[src/rtl/wb_arbiter.sv]
// Two-master (instruction/data) to one-slave Wishbone classic arbiter with a registered, burst-locked grant.
// Grant one cycle after cyc_i is seen; the losing master simply waits, and a stalled slave is answered with a forced err.
module wb_arbiter #(
  parameter int SEL_W   = 4,
  parameter bit RR_EN   = 1'b0,
  parameter int TIMEOUT = 64
) (
  input  logic             clk_i,
  input  logic             rst_i,
  input  logic             iwbs_cyc_i,
  input  logic             iwbs_stb_i,
  input  logic [31:0]      iwbs_addr_i,
  output logic [31:0]      iwbs_dat_o,
  output logic             iwbs_ack_o,
  output logic             iwbs_err_o,
  input  logic             dwbs_cyc_i,
  input  logic             dwbs_stb_i,
  input  logic             dwbs_we_i,
  input  logic [SEL_W-1:0] dwbs_sel_i,
  input  logic [31:0]      dwbs_addr_i,
  input  logic [31:0]      dwbs_dat_i,
  output logic [31:0]      dwbs_dat_o,
  output logic             dwbs_ack_o,
  output logic             dwbs_err_o,
  output logic             wbm_cyc_o,
  output logic             wbm_stb_o,
  output logic             wbm_we_o,
  output logic [SEL_W-1:0] wbm_sel_o,
  output logic [31:0]      wbm_addr_o,
  output logic [31:0]      wbm_dat_o,
  input  logic [31:0]      wbm_dat_i,
  input  logic             wbm_ack_i,
  input  logic             wbm_err_i
);

  typedef enum logic [1:0] {IDLE, GNT_I, GNT_D} state_t;

  localparam int              WD_W   = (TIMEOUT > 1) ? $clog2(TIMEOUT) : 1;
  localparam logic [WD_W-1:0] WD_LIM = WD_W'((TIMEOUT > 0) ? TIMEOUT - 1 : 0);

  state_t          r_state;
  state_t          w_state_nxt;
  logic            r_last_d;
  logic [WD_W-1:0] r_wd;
  logic            w_req;
  logic            w_timeout;
  logic            w_ack;
  logic            w_err;

  always_comb begin
    w_state_nxt = r_state;
    case (r_state)
      IDLE: begin
        if (dwbs_cyc_i && iwbs_cyc_i)
          w_state_nxt = (RR_EN && r_last_d) ? GNT_I : GNT_D;
        else if (dwbs_cyc_i)
          w_state_nxt = GNT_D;
        else if (iwbs_cyc_i)
          w_state_nxt = GNT_I;
      end
      // Grant is locked for the whole cyc burst; hand over directly without an IDLE bubble.
      GNT_I: if (!iwbs_cyc_i) w_state_nxt = dwbs_cyc_i ? GNT_D : IDLE;
      GNT_D: if (!dwbs_cyc_i) w_state_nxt = iwbs_cyc_i ? GNT_I : IDLE;
      default: w_state_nxt = IDLE;
    endcase
  end

  always_comb begin
    wbm_cyc_o  = 1'b0;
    wbm_stb_o  = 1'b0;
    wbm_we_o   = 1'b0;
    wbm_sel_o  = '0;
    wbm_addr_o = '0;
    wbm_dat_o  = '0;
    case (r_state)
      GNT_I: begin
        wbm_cyc_o  = iwbs_cyc_i;
        wbm_stb_o  = iwbs_stb_i;
        wbm_sel_o  = '1;
        wbm_addr_o = iwbs_addr_i;
      end
      GNT_D: begin
        wbm_cyc_o  = dwbs_cyc_i;
        wbm_stb_o  = dwbs_stb_i;
        wbm_we_o   = dwbs_we_i;
        wbm_sel_o  = dwbs_sel_i;
        wbm_addr_o = dwbs_addr_i;
        wbm_dat_o  = dwbs_dat_i;
      end
      default: ;
    endcase
  end

  assign w_req     = wbm_cyc_o & wbm_stb_o;
  assign w_timeout = (TIMEOUT != 0) && w_req && !wbm_ack_i && !wbm_err_i && (r_wd == WD_LIM);
  // A slave err suppresses a coincident ack.
  assign w_ack     = wbm_stb_o & wbm_ack_i & ~wbm_err_i;
  assign w_err     = wbm_stb_o & (wbm_err_i | w_timeout);

  assign iwbs_dat_o = wbm_dat_i;
  assign dwbs_dat_o = wbm_dat_i;
  assign iwbs_ack_o = (r_state == GNT_I) & w_ack;
  assign iwbs_err_o = (r_state == GNT_I) & w_err;
  assign dwbs_ack_o = (r_state == GNT_D) & w_ack;
  assign dwbs_err_o = (r_state == GNT_D) & w_err;

  always_ff @(posedge clk_i or negedge rst_i) begin
    if (!rst_i) begin
      r_state  <= IDLE;
      r_last_d <= 1'b0;
      r_wd     <= '0;
    end else begin
      r_state <= w_state_nxt;
      if (w_state_nxt != r_state && w_state_nxt != IDLE)
        r_last_d <= (w_state_nxt == GNT_D);
      if (w_state_nxt != r_state || !w_req || wbm_ack_i || wbm_err_i || w_timeout)
        r_wd <= '0;
      else
        r_wd <= r_wd + 1'b1;
    end
  end

endmodule

[config.mk]
export PLATFORM = sky130hd
export DESIGN_NAME = wb_arbiter
export DESIGN_NICKNAME = d
export VERILOG_FILES = /design/src/rtl/wb_arbiter.sv
export SDC_FILE = /design/constraint.sdc
export NUM_CORES = 1
export LEC_CHECK = 0
export ABC_AREA = 1
export CAP_MARGIN = 20
export CORE_AREA = 2 2 109 111
export CTS_CLUSTER_SIZE = 14
export DETAILED_ROUTE_END_ITERATION = 7
export DIE_AREA = 0 0 111 113
export GPL_TIMING_DRIVEN = 0
export PLACE_DENSITY_LB_ADDON = 0.12
export RECOVER_POWER = 25
export SLEW_MARGIN = 20
export SYNTH_ARGS = -nofsm -noshare
export SYNTH_HDL_FRONTEND = slang
export SYNTH_SLANG_ARGS = --single-unit
export TNS_END_PERCENT = 10
[constraint.sdc]
create_clock -name clk_i -period 2.5 [get_ports clk_i]
set_input_delay 0.75 -clock clk_i [delete_from_list [all_inputs] [get_ports clk_i]]
set_output_delay 0.75 -clock clk_i [all_outputs]
set_load 0.02 [all_outputs]
==> out/qor.yml <==
worst_setup_path:
  rr_startpoint: "r_state[0]$_DFF_PN0_"
  ff2ff_path_depth: 12
  critPathKind: "register to output pin"
  worstReg2RegEnd: "r_wd[5]$_DFF_PN0_"
  worst_ep_arrival_time_ns: 1.73
  worst_setup_path_end_kind: "output pin"
  crit_required_ns: 1.75
  start_kind: "register"
  path_max_fanout: 8
  crit_path_start: "r_state[1]$_DFF_PN0_"
  r2r_setup_slack_ns: 0.75
sta:
  holdWs_ns: 0.473
  min_period_over_period_pct: 99.3
  slew_viol_final: 0
  hold_viol: 0
  fmax_mhz: 403
  rsz0062_at_grt: "true"
  tns_ns: 0
  period_minus_slack_ns: 2.48
  max_slew.worst_pin.slew_ns: 0.387
  fin_skew_ns: 0.00172
  setup_viol: 0
  slew_headroom_pct: 74.1
logic_synthesis:
  ys_seq_area_share_pct: 10.7
  synth_area_per_cell_um2: 5.62
  yosys_most_used_dff: "dfrtp_1"
  synth_edf_count: 0
  yosys-top-cells-area: "buf_4 (26%), nand2_1 (24%), dfrtp_1 (11%)"
  synth_area_um2: 1870
  syn_nets: 479
  synth-async-reset-ratio_pct: 100
  syn_inst: 333
  ys_types: 23
  yosysTopAreaCell: "buf_4"
  ys_seq_elements: 8
  synth_warnings: 0
  synth_top_cell_area_share_pct: 26.5
clocking:
  postCtsHoldBufs: 0
  cts_root_buf: "clkbuf_16"
  htree_levels: 1
  clk_pin_slew_ns: 0.04
  cts_buffers: 3
  cts_tree: "done"
  clockBufferDepth: 2
  clock_sinks: 8
  clkLatencyLatePin_ns: 0.23
job:
  drv_cap: 0
detailed_routing:
  routedWlPerCell_um: 14.0
  dr_total_vias: 2828
  ant_nets: 0
  wl_met3_um: 482
  drtIter0Drc: 108
  m1WireLength_um: 3970
  route.detailed.drc: 0
  met2WireLength_um: 5680
  dr.max_layer_used: "met4"
  drtPass1Iterations: 4
  drt-total-wl_um: 10300
  vias_per_cell: 3.83
cells_and_area:
  area_growth_pct: 142
  final_cell_mix: "clkdlybuf4s50_1 (166), nand2_1 (122), buf_4 (83), inv_1 (43), buf_2 (37)"
  layout_commonest_cell: "clkdlybuf4s50_1"
  stdcell_area_um2: 4520
  final_layout_size_suffix_gt1_share_pct: 33.9
  fillers: 1229
  regArea_um2: 203
  multi_input_area_um2: 1030
  num_antenna_cells: 0
  layout.nets: 744
worst_hold_path:
  holdPathEnd: "r_wd[0]$_DFF_PN0_"
  worstHoldPathCells: 1
  hp-start: "r_wd[0]$_DFF_PN0_"
  hold_class: "register to register"
place:
  place.gp.congestion: 0.752
  placed_area_um2: 4520
  post-dp-hpwl_um: 8750
  portBuffers: 247
global_routing:
  grt_usage_pct: 15.0
  antenna_found_initial: 0
  first_global_vias: 2757
  grt_pass1_wl_um: 15200
  grt.overflow.total: 0
  grt_max_degree: 11
floorplan:
  die-height_um: 113
  rows: 39
  pin_count: 280
  start_util_pct: 16.6
  die_area_um2: 12500
  die_x_um: 111
  core_area_um2: 11300
status:
  status: "finished clean"
pwr:
  leakagePower_nw: 2.33
  peakVddDrop_mv: 0.649
  p_per_area_nw_per_um2: 757
==> report_power, final <==
part	switching [mW]	leakage (nW)	internal, mW	total [mW]
Clock	0.0596	0.0370	0.206	0.266
Sequential	0.0263	0.107	0.149	0.175
Combinational	1.80	2.19	1.19	2.98
Total	1.88	2.33	1.54	3.42
==> final cells by class <==
| type | instances | area share [%] |
|---|---|---|
| sequential | 8 | 4.48 |
| buffer | 78 | 13.2 |
| tap | 143 | 3.96 |
| inverter | 48 | 4.21 |
| multi-input combinational | 198 | 22.9 |
| clock buffer | 3 | 1.66 |
| timing repair buffer | 261 | 49.6 |
==> flip-flops by register name, indices dropped and copies added (netlist names) <==
name and flops:
r_state 2, r_wd 6
==> timing repair <==
action | 4_1_cts | 5_1_grt
resized for setup | 273 | 68
endpoints found under the setup margin | 75 | 71
buffers inserted | 5 | 9
pin swaps | 1 | 6
hold endpoints to repair | 0 | 0
==> critical path, cell delays in order (launching register included) <==
cell     delay [ns]
dfrtp_2        0.44
inv_4          0.10
ha_4           0.14
buf_8          0.13
nand2_4        0.06
nand2_4        0.09
nand2_4        0.07
nor3_4         0.11
o21ai_2        0.08
nor2_1         0.12
buf_4          0.16
==> per-stage QoR <==
| step | total power [mW] | utilization (%) | setup slack [ns] | cells |
|---|---|---|---|---|
| 3_5_place_dp | 3.16 | 40.1 | -0.897 | 723 |
| 4_1_cts | 3.36 | 40.3 | -0.0334 | 731 |
| 3_3_place_gp | 3.13 | 40.1 | -0.889 | 723 |
| 6_report | 3.42 | 40.1 | 0.0185 | 739 |
| 5_1_grt | 3.72 | 40.1 | -0.101 | 739 |
| 2_1_floorplan | 1.76 | - | 0.187 | 333 |
==> cells by family after synthesis <==
| logic type | Yosys count | share of synthesized area, % |
|---|---|---|
| AOI/OAI and AO/OA | 38 | 10.4 |
| xor gates and xnor gates | 4 | 1.87 |
| adders and majority gates | 5 | 3.34 |
| buffers and inverters | 127 | 38.7 |
| DFF | 8 | 10.7 |
| and+or+nand+nor | 151 | 35.0 |
==> metal layers <==
layer,global-route usage [%],vias up
met4,2.58,0
met1,17.1,1236
met3,2.20,14
met2,29.8,121
met5,0,-
li1,-,1457
==> worst max path at each step <==
stage | endpoint | slack [ns] | depth (start not counted)
floorplan | wbm_addr_o[12] | 0.19 | 5
global placement | dwbs_err_o | -0.89 | 8
detailed placement | dwbs_err_o | -0.90 | 8
CTS | dwbs_err_o | -0.03 | 10
global route | dwbs_err_o | -0.10 | 10
finish | dwbs_err_o | 0.02 | 10
==> Yosys cell counts (2+ instances only) <==
cell      count
buf_4        66
inv_2         2
xnor2_1       2
buf_1         2
a21oi_1      36
nand2_2       4
nand3_1       6
nor2_1        8
clkbuf_1     11
nor3_2        6
inv_1        45
ha_1          5
xor2_1        2
nand2_1     122
dfrtp_1       8
Power figures use the tool's default switching activity.
